File: config.mk
export PLATFORM = sky130hd
export DESIGN_NAME = audio_mixer_tdm
export DESIGN_NICKNAME = d
export VERILOG_FILES = /design/src/rtl/audio_mixer_tdm.sv
export SDC_FILE = /design/constraint.sdc
export NUM_CORES = 2
export LEC_CHECK = 0
export BUFFER_PORTS_ARGS = -buffer_cell sky130_fd_sc_hd__buf_4
export CAP_MARGIN = 20
export CORE_MARGIN = 2
export CORE_UTILIZATION = 40
export DETAILED_ROUTE_END_ITERATION = 16
export GPL_ROUTABILITY_DRIVEN = 0
export PLACE_DENSITY_LB_ADDON = 0.25
export SYNTH_ARGS = -nofsm -noshare
export SYNTH_HDL_FRONTEND = slang
export SYNTH_SLANG_ARGS = --single-unit
File: constraint.sdc
create_clock -name clk -period 17.4 [get_ports clk]
set_clock_uncertainty 0.15 [all_clocks]
set_input_delay 0.87 -clock clk [delete_from_list [all_inputs] [get_ports clk]]
set_output_delay 0.87 -clock clk [all_outputs]
set_load 0.03 [all_outputs]
File: src/rtl/audio_mixer_tdm.sv
// audio_mixer_tdm: time-multiplexed NCH-channel stereo mixer with per-channel
// left/right gain, a multiplier pair shared across channels, output saturation
// and per-sample clip flags. One mix pass is triggered by each sample_stb.
//
// Optional build macro: AUDIO_MIXER_TDM_PEAK_EN adds peak-hold meters.
//
// Ports:
//   clk, rst_n          clock, asynchronous active-low reset
//   sample_stb          one-cycle pulse starting a mix pass
//   ch_data             packed signed samples, channel k at [k*IN_W +: IN_W]
//   vol_l, vol_r        packed unsigned gains, 2^(VOL_W-1) = unity
//   mute                zeroes the output sample (sampled at sample_stb)
//   audio_l, audio_r    signed stereo mix, held between valid pulses
//   valid               one-cycle pulse when audio/clip outputs update
//   clip_l, clip_r      saturation flags for the current sample
//   busy                mix pass in progress
//   overrun             sample_stb seen while busy (combinational, same cycle)
//   peak_clr            (PEAK_EN) clear both peak meters
//   peak_l, peak_r      (PEAK_EN) running max of |audio_x|
module audio_mixer_tdm #(
    parameter int unsigned NCH   = 8,
    parameter int unsigned IN_W  = 16,
    parameter int unsigned VOL_W = 8,
    parameter int unsigned OUT_W = 16
) (
    input  logic                    clk,
    input  logic                    rst_n,
    input  logic                    sample_stb,
    input  logic [NCH*IN_W-1:0]     ch_data,
    input  logic [NCH*VOL_W-1:0]    vol_l,
    input  logic [NCH*VOL_W-1:0]    vol_r,
    input  logic                    mute,
`ifdef AUDIO_MIXER_TDM_PEAK_EN
    input  logic                    peak_clr,
    output logic [OUT_W-2:0]        peak_l,
    output logic [OUT_W-2:0]        peak_r,
`endif
    output logic signed [OUT_W-1:0] audio_l,
    output logic signed [OUT_W-1:0] audio_r,
    output logic                    valid,
    output logic                    clip_l,
    output logic                    clip_r,
    output logic                    busy,
    output logic                    overrun
);

    localparam int unsigned IDX_W  = $clog2(NCH);
    localparam int unsigned PROD_W = IN_W + VOL_W + 1;
    localparam int unsigned ACC_W  = IN_W + VOL_W + $clog2(NCH) + 1;

    localparam logic signed [ACC_W-1:0] SAT_MAX =
        {{(ACC_W-OUT_W+1){1'b0}}, {(OUT_W-1){1'b1}}};
    localparam logic signed [ACC_W-1:0] SAT_MIN =
        {{(ACC_W-OUT_W+1){1'b1}}, {(OUT_W-1){1'b0}}};

    typedef enum logic [1:0] {
        ST_IDLE = 2'd0,
        ST_RUN  = 2'd1,
        ST_DONE = 2'd2
    } state_t;

    state_t                     state_q, state_d;
    logic [IDX_W-1:0]           idx_q, idx_d;
    logic signed [ACC_W-1:0]    acc_l_q, acc_l_d;
    logic signed [ACC_W-1:0]    acc_r_q, acc_r_d;
    logic [NCH*IN_W-1:0]        ch_q, ch_d;
    logic [NCH*VOL_W-1:0]       vol_l_q, vol_l_d;
    logic [NCH*VOL_W-1:0]       vol_r_q, vol_r_d;
    logic                       mute_q, mute_d;
    logic signed [OUT_W-1:0]    audio_l_q, audio_l_d;
    logic signed [OUT_W-1:0]    audio_r_q, audio_r_d;
    logic                       clip_l_q, clip_l_d;
    logic                       clip_r_q, clip_r_d;
    logic                       valid_q, valid_d;
    logic                       busy_q, busy_d;

    // Shared datapath: current channel times its left/right gain.
    logic signed [IN_W-1:0]     ch_sel;
    logic signed [VOL_W:0]      vl_sel;
    logic signed [VOL_W:0]      vr_sel;
    logic signed [PROD_W-1:0]   prod_l;
    logic signed [PROD_W-1:0]   prod_r;
    logic signed [ACC_W-1:0]    sum_l;
    logic signed [ACC_W-1:0]    sum_r;
    logic [OUT_W:0]             sat_l;
    logic [OUT_W:0]             sat_r;

    // Rescale to unity gain (floor) and clamp; returns {clip, value}.
    function automatic logic [OUT_W:0] saturate(input logic signed [ACC_W-1:0] a);
        logic signed [ACC_W-1:0] sh;
        sh = a >>> (VOL_W - 1);
        if (sh > SAT_MAX) begin
            saturate = {1'b1, SAT_MAX[OUT_W-1:0]};
        end else if (sh < SAT_MIN) begin
            saturate = {1'b1, SAT_MIN[OUT_W-1:0]};
        end else begin
            saturate = {1'b0, sh[OUT_W-1:0]};
        end
    endfunction

    always_comb begin
        ch_sel = ch_q[32'(idx_q)*IN_W +: IN_W];
        vl_sel = {1'b0, vol_l_q[32'(idx_q)*VOL_W +: VOL_W]};
        vr_sel = {1'b0, vol_r_q[32'(idx_q)*VOL_W +: VOL_W]};
        prod_l = PROD_W'(ch_sel) * PROD_W'(vl_sel);
        prod_r = PROD_W'(ch_sel) * PROD_W'(vr_sel);
        sum_l  = acc_l_q + ACC_W'(prod_l);
        sum_r  = acc_r_q + ACC_W'(prod_r);
        sat_l  = saturate(sum_l);
        sat_r  = saturate(sum_r);
    end

    // Next-state and registered-output logic.
    always_comb begin
        state_d   = state_q;
        idx_d     = idx_q;
        acc_l_d   = acc_l_q;
        acc_r_d   = acc_r_q;
        ch_d      = ch_q;
        vol_l_d   = vol_l_q;
        vol_r_d   = vol_r_q;
        mute_d    = mute_q;
        audio_l_d = audio_l_q;
        audio_r_d = audio_r_q;
        clip_l_d  = clip_l_q;
        clip_r_d  = clip_r_q;
        valid_d   = 1'b0;
        busy_d    = busy_q;

        case (state_q)
            ST_IDLE: begin
                if (sample_stb) begin
                    ch_d    = ch_data;
                    vol_l_d = vol_l;
                    vol_r_d = vol_r;
                    mute_d  = mute;
                    acc_l_d = '0;
                    acc_r_d = '0;
                    idx_d   = '0;
                    busy_d  = 1'b1;
                    state_d = ST_RUN;
                end
            end
            ST_RUN: begin
                acc_l_d = sum_l;
                acc_r_d = sum_r;
                idx_d   = idx_q + IDX_W'(1);
                // Last channel: finish the sum, scale and saturate in the same
                // cycle so the result is registered on entry to DONE.
                if (idx_q == IDX_W'(NCH - 1)) begin
                    idx_d   = '0;
                    valid_d = 1'b1;
                    state_d = ST_DONE;
                    if (mute_q) begin
                        audio_l_d = '0;
                        audio_r_d = '0;
                        clip_l_d  = 1'b0;
                        clip_r_d  = 1'b0;
                    end else begin
                        audio_l_d = sat_l[OUT_W-1:0];
                        audio_r_d = sat_r[OUT_W-1:0];
                        clip_l_d  = sat_l[OUT_W];
                        clip_r_d  = sat_r[OUT_W];
                    end
                end
            end
            ST_DONE: begin
                busy_d  = 1'b0;
                state_d = ST_IDLE;
            end
            default: begin
                busy_d  = 1'b0;
                state_d = ST_IDLE;
            end
        endcase
    end

    always_ff @(posedge clk or negedge rst_n) begin
        if (!rst_n) begin
            state_q   <= ST_IDLE;
            idx_q     <= '0;
            acc_l_q   <= '0;
            acc_r_q   <= '0;
            ch_q      <= '0;
            vol_l_q   <= '0;
            vol_r_q   <= '0;
            mute_q    <= 1'b0;
            audio_l_q <= '0;
            audio_r_q <= '0;
            clip_l_q  <= 1'b0;
            clip_r_q  <= 1'b0;
            valid_q   <= 1'b0;
            busy_q    <= 1'b0;
        end else begin
            state_q   <= state_d;
            idx_q     <= idx_d;
            acc_l_q   <= acc_l_d;
            acc_r_q   <= acc_r_d;
            ch_q      <= ch_d;
            vol_l_q   <= vol_l_d;
            vol_r_q   <= vol_r_d;
            mute_q    <= mute_d;
            audio_l_q <= audio_l_d;
            audio_r_q <= audio_r_d;
            clip_l_q  <= clip_l_d;
            clip_r_q  <= clip_r_d;
            valid_q   <= valid_d;
            busy_q    <= busy_d;
        end
    end

    assign audio_l = audio_l_q;
    assign audio_r = audio_r_q;
    assign clip_l  = clip_l_q;
    assign clip_r  = clip_r_q;
    assign valid   = valid_q;
    assign busy    = busy_q;
    // Flagged in the same cycle as the rejected strobe.
    assign overrun = sample_stb & busy_q;

`ifdef AUDIO_MIXER_TDM_PEAK_EN
    logic [OUT_W-2:0] peak_l_q, peak_l_d;
    logic [OUT_W-2:0] peak_r_q, peak_r_d;
    logic [OUT_W-2:0] abs_l;
    logic [OUT_W-2:0] abs_r;

    // |x| with the most negative code clamped to the largest positive one.
    function automatic logic [OUT_W-2:0] abs_sat(input logic signed [OUT_W-1:0] x);
        if (!x[OUT_W-1]) begin
            abs_sat = x[OUT_W-2:0];
        end else if (x[OUT_W-2:0] == '0) begin
            abs_sat = '1;
        end else begin
            abs_sat = ~x[OUT_W-2:0] + (OUT_W-1)'(1);
        end
    endfunction

    // Peak hold, updated from the sample presented with valid.
    always_comb begin
        abs_l    = abs_sat(audio_l_q);
        abs_r    = abs_sat(audio_r_q);
        peak_l_d = peak_l_q;
        peak_r_d = peak_r_q;
        if (valid_q) begin
            peak_l_d = (peak_clr || abs_l > peak_l_q) ? abs_l : peak_l_q;
            peak_r_d = (peak_clr || abs_r > peak_r_q) ? abs_r : peak_r_q;
        end else if (peak_clr) begin
            peak_l_d = '0;
            peak_r_d = '0;
        end
    end

    always_ff @(posedge clk or negedge rst_n) begin
        if (!rst_n) begin
            peak_l_q <= '0;
            peak_r_q <= '0;
        end else begin
            peak_l_q <= peak_l_d;
            peak_r_q <= peak_r_d;
        end
    end

    assign peak_l = peak_l_q;
    assign peak_r = peak_r_q;
`endif

endmodule

### Word level (Yosys, flattened, before mapping)

Cells that the tools add are included.

| operators by class | value |
|---|---|
| $add $sub $neg | 3 |
| multiply operators | 2 |
| magnitude comparators | 4 |
| eq/ne operators | 4 |
| shifts and indexed selects | 3 |
| muxes and demuxes | 21 |
| bitwise operators | 2 |
| reduce and logical (&&, ||, !) cells | 7 |

Operators with widths:

| cell | number |
|---|---|
| $shiftx 128x8->16 | 1 |
| $shiftx 64x7->8 | 2 |
| $pmux 28 s2 | 2 |
| $mux 17 | 4 |
| $add 28x25->28 | 2 |
| $mul 16x9->25 | 2 |
| $gt 21x16->1 const B | 2 |
| $lt 21x16->1 const B | 2 |
| $mux 16 | 2 |
| $mux 28 | 1 |
| $reduce_and 2->1 | 5 |
| $mux 3 | 2 |
| $pmux 3 s2 | 1 |
| $mux 1 | 5 |
| $mux 2 | 2 |
| $ne 2x2->1 const B | 2 |
| $pmux 2 s2 | 1 |
| $add 3x1->3 const B | 1 |
| $eq 3x3->1 const B | 1 |
| $eq 2x1->1 const B | 1 |
| $logic_not 2->1 | 1 |
| $pmux 1 s2 | 1 |
| $reduce_bool 2->1 | 1 |
| $and 1x1->1 | 1 |
| $not 1->1 | 1 |

| storage, ports and cells | value |
|---|---|
| register bits | 354 |
| output and inout bits | 37 |
| word-level logic and storage cells | 60 |

### Longest topological paths before layout

| logic depth | value |
|---|---|
| depth after elaboration | 7 |
| gate-level depth with buffers | 29 |
| depth with buffers taken out | 25 |

### Least setup slack after synthesis

No wires, ideal clock.

| timing path | value |
|---|---|
| path type | register to register |
| start point | register idx_q[0] |
| end point | register audio_r_q[6], in the netlist audio_r[6] |
| arrival | 7.689 ns |
| required time | 17.118 ns |
| setup slack | 9.429 ns |
| stages on the path, launching flop included | 25 |
| path buffers | 2 |
| cells stage by stage | dfrtp_1 buf_1 buf_1 mux4_2 mux2i_1 nor2_1 fa_1 inv_1 fa_1 inv_1 fa_1 fa_1 inv_1 fa_1 inv_1 ha_1 a21oi_1 o21ai_0 a311oi_2 a31oi_1 a311o_1 xor2_1 o41a_1 a2111oi_0 o21ai_1 |

| between the ends | value |
|---|---|
| cells in the longest elaborated chain, start to end | 7 |
| elaborated cells between the ends (all ways) | 11 |

Ends and longest elaborated chain:

| what | line | text |
|---|---|---|
| start, declared | 63 | `logic [IDX_W-1:0] idx_q, idx_d;` |
| start signal, assigned | 196 | `idx_q <= idx_d;` |
| $shiftx 128x8->16 or $shiftx 64x7->8 (tied branches) | 102, 104 |  |
| $mul 16x9->25 | 106 | `prod_r = PROD_W'(ch_sel) * PROD_W'(vr_sel);` |
| $add 28x25->28 | 108 | `sum_r = acc_r_q + ACC_W'(prod_r);` |
| $lt 21x16->1 | 94 | `end else if (sh < SAT_MIN) begin` |
| $mux 17 | 94 |  |
| $mux 17 | 92 | `if (sh > SAT_MAX) begin` |
| $mux 16 | 154 | `if (mute_q) begin` |
| end signal, assigned | 204 | `audio_r_q <= audio_r_d;` |
| end, declared | 71 | `logic signed [OUT_W-1:0] audio_r_q, audio_r_d;` |

Parallel ways exist; a longest one is shown, timed or not.
A chain may end at the register's enable or synchronous reset.

### Final worst setup path

Same ends and word-level chain as after synthesis.

==> results.yml <==
outcome:
  run_status: "completed"
yosys:
  synthDominantAreaCellType: "sky130_fd_sc_hd__dfrtp_1"
  synth_sequential_area_ratio_pct: 33.23
  synthMostInstantiatedCell: "sky130_fd_sc_hd__nand2_1"
  synth_ff_type: "sky130_fd_sc_hd__dfrtp_1"
  synth_edf_count: 0
  ys.warnings.count: 0
  yosys-top-cells-count: "954 x sky130_fd_sc_hd__nand2_1, 411 x sky130_fd_sc_hd__inv_1, 354 x sky130_fd_sc_hd__dfrtp_1, 256 x sky130_fd_sc_hd__fa_1, 176 x sky130_fd_sc_hd__nor2_1"
  syn-mean-instance-area_um2: 9.037
  postSynthNetCount: 3590
  postSynthRegisterBits: 354
  ys_async_sr_fraction_pct: 100.0
  yosys-top-cells-area: "sky130_fd_sc_hd__dfrtp_1 33%, sky130_fd_sc_hd__fa_1 19%, sky130_fd_sc_hd__nand2_1 13%"
  synthesized_cell_area_mm2: 0.02666
  syn_inst: 2950
  synth_top_cell_area_share_pct: 33.23
  synth_cell_type_count: 68
route:
  drtPass1Iterations: 5
  wl_per_cell_um: 18.11
  dr.first_iter.drc_count: 1384
  drt_wl_total_mm: 73.76
  drc: 0
  dr_total_vias: 20470
  avgViaCountPerCell: 5.025
  ant_nets: 0
global_route:
  initial_antenna_violation_count: 3
  grt_max_degree: 206
  grt.overflow.total: 0
  track_usage_pct: 21.97
  grt_pass1_vias: 21100
  first_pass_grt_wire_length_mm: 118.3
clocking:
  clock_tree_from_tritoncts: "done"
  holdBufCountCts: 0
  postCtsSetupRepairBufs: 0
  clock_latency_ns: 0.59
  count_of_clock_tree_sinks: 354
  root_buffer: "sky130_fd_sc_hd__clkbuf_16"
  cts-htree-levels: 2
  cts.clk_slew.worst_paths_ns: 0.07
  cts_max_path_buffers: 3
  numCtsBuffers: 41
  postCtsResizedCells: 0
cells_and_area:
  n_fill_cell: 6431
  multi_input_comb_area_mm2: 0.01575
  antennaDiodeCount: 0
  drive_above_1_share_pct: 15.46
  syn_to_final_growth_pct: 16.58
  regArea_mm2: 0.008865
  layout.core_utilization_pct: 47.19
  nNetsFinal: 3823
setup_path:
  crit_fanout: 34
  cell_repeated_most_along_the_worst_path: "sky130_fd_sc_hd__fa_1"
  start_kind: "flip-flop"
  crit_required_ns: 17.70
  worst-endpoint-arrival_ns: 9.79
  worstReg2RegStart: "idx_q[0]$_DFFE_PN0P_"
  slowest_stage: "sky130_fd_sc_hd__dfrtp_4"
  timing.critical_path.from: "idx_q[0]$_DFFE_PN0P_"
  critPathKind: "reg2reg"
  kind_of_end_point_of_the_critical_path: "flip-flop"
  critical_path.n_buffers_inverters: 5
  critical_path.max_stage_delay_ns: 0.86
  critical-path-top-delay-family: "adder cells"
  crit_chain: "buf_4 > mux4_2 > mux2i_1 > inv_1 > nand2_1 > fa_1 > inv_1 > fa_1 > fa_1 > fa_1 > inv_1 > fa_1 > inv_1 > ha_1 > a21o_1 > a211oi_1 > o2bb2ai_1 > a31oi_1 > a311o_1 > xor2_1 > o41a_1 > a2111oi_0 > o21ai_1"
die:
  die_boundary_height_um: 262.2
  fp.dieW_um: 262.2
  start_util_pct: 40.48
  die_area_mm2: 0.06873
  placeableCoreArea_mm2: 0.06586
  pin_count: 297
  floorplan.rows: 94
sta:
  tightest_slew_ns: 1.096
  timing.fmax_mhz: 105.4
  final-setup-viol-count: 0
  final-max-slew-violation-count: 0
  final.setup.tns_ns: 0
  grt_setup_unrepaired: "no"
  final.min_clock_period_ns: 9.491
  max-slew-margin-rel_pct: 24.83
  final_min_period_over_clock_period_pct: 54.54
  timing_hold_violations_final: 0
hold_path:
  min-delay-path-class: "in2async"
place:
  io_buffer_count: 296
  dp.final_hpwl_mm: 56.06
run:
  drv.max_cap_violation_count: 0
[cells in the final DEF (no fill, tap or decap), types with 6 or more instances in the layout]
cell	synthesis	final
sky130_fd_sc_hd__clkbuf_8	0	9
sky130_fd_sc_hd__nor3_1	13	13
sky130_fd_sc_hd__xor2_1	13	13
sky130_fd_sc_hd__a21oi_1	66	66
sky130_fd_sc_hd__nor2_1	176	176
sky130_fd_sc_hd__a211oi_1	12	12
sky130_fd_sc_hd__or3_1	7	7
sky130_fd_sc_hd__buf_4	0	324
sky130_fd_sc_hd__nand2b_1	21	21
sky130_fd_sc_hd__a21o_1	16	16
sky130_fd_sc_hd__a22o_1	40	40
sky130_fd_sc_hd__mux2_2	19	19
sky130_fd_sc_hd__ha_1	124	124
sky130_fd_sc_hd__nand3_1	18	18
sky130_fd_sc_hd__nor2b_1	8	7
sky130_fd_sc_hd__nand2_1	954	953
sky130_fd_sc_hd__nand4_1	8	8
sky130_fd_sc_hd__xnor2_1	29	29
sky130_fd_sc_hd__o21ai_1	25	25
sky130_fd_sc_hd__o21ai_0	50	50
sky130_fd_sc_hd__inv_1	411	411
sky130_fd_sc_hd__clkbuf_16	0	42
sky130_fd_sc_hd__a31oi_1	7	7
sky130_fd_sc_hd__mux4_2	64	64
sky130_fd_sc_hd__or2_2	6	6
sky130_fd_sc_hd__and3_1	7	7
sky130_fd_sc_hd__fa_1	256	256
sky130_fd_sc_hd__o21a_1	10	10
sky130_fd_sc_hd__dfrtp_1	354	351
sky130_fd_sc_hd__clkinv_2	0	7
sky130_fd_sc_hd__o211ai_1	7	7
sky130_fd_sc_hd__mux2i_1	24	24
sky130_fd_sc_hd__and2_1	7	6
[worst paths after layout]
check / end / slack (ns) / cells after the start
max reg2reg: audio_r[6]$_DFFE_PN0P_ / 7.91 / 23
min reg2reg: vol_r_q[17]$_DFFE_PN0P_ / 0.32 / 2
min: ch_q[102]$_DFFE_PN0P_ / 0.18 / 1
min in group clk: vol_r_q[17]$_DFFE_PN0P_ / 0.32 / 2
max in group asynchronous: audio_r[14]$_DFFE_PN0P_ / 14.82 / 3
max: audio_r[6]$_DFFE_PN0P_ / 7.91 / 23
[area by class of cell]
cell class / instances / area share, %
Clock buffer: 55 / 3.828
Clock inverter: 14 / 0.5113
Inverter: 412 / 4.976
Multi-Input combinational cell: 2047 / 50.68
Sequential cell: 354 / 28.52
Tap cell: 864 / 3.478
Timing Repair Buffer: 327 / 8.003
[sequential cells by signal (all words and copies together) (netlist names), 2 cells and up]
register / cells
acc_l_q: 28
ch_q: 128
vol_r_q: 64
acc_r_q: 28
audio_l: 16
audio_r: 16
state_q: 2
vol_l_q: 64
idx_q: 3
[metrics by stage]
stage	hold slack, ns	cell area, um^2	worst slack [ns]	cells
global route	0.2249	31080	7.384	4073
detailed placement	0.3077	29720	7.940	4003
CTS	0.1891	31070	7.921	4072
floorplan	0.2903	26660	9.429	2950
global placement	0.3032	29710	8.199	4001
finish	0.1811	31080	7.909	4073
[cells by family (layout without fill, tap and decap cells)]
logic type | count (synthesis) | count (layout) | synth area share, %
AND/OR/NAND/NOR | 1236 | 1236 | 18.35
buffers and inverters | 549 | 808 | 7.796
adder cells (fa/ha/maj) | 380 | 380 | 25.04
flip-flops | 354 | 354 | 33.23
AO/OA/AOI/OAI | 282 | 282 | 7.096
multiplexers | 107 | 107 | 7.110
XOR/XNOR | 42 | 42 | 1.380
[layer usage]
layer  GRT usage (%)  vias up  wire length [um]
li1                -     9710                 -
met5               0        -                27
met2           33.95      551             33130
met3           4.302       87              4690
met1           32.15    10110             34510
met4           4.661        4              1406
Power is not shown: default switching activity piles up to over one toggle a cycle in this logic, so the estimate is an artifact.
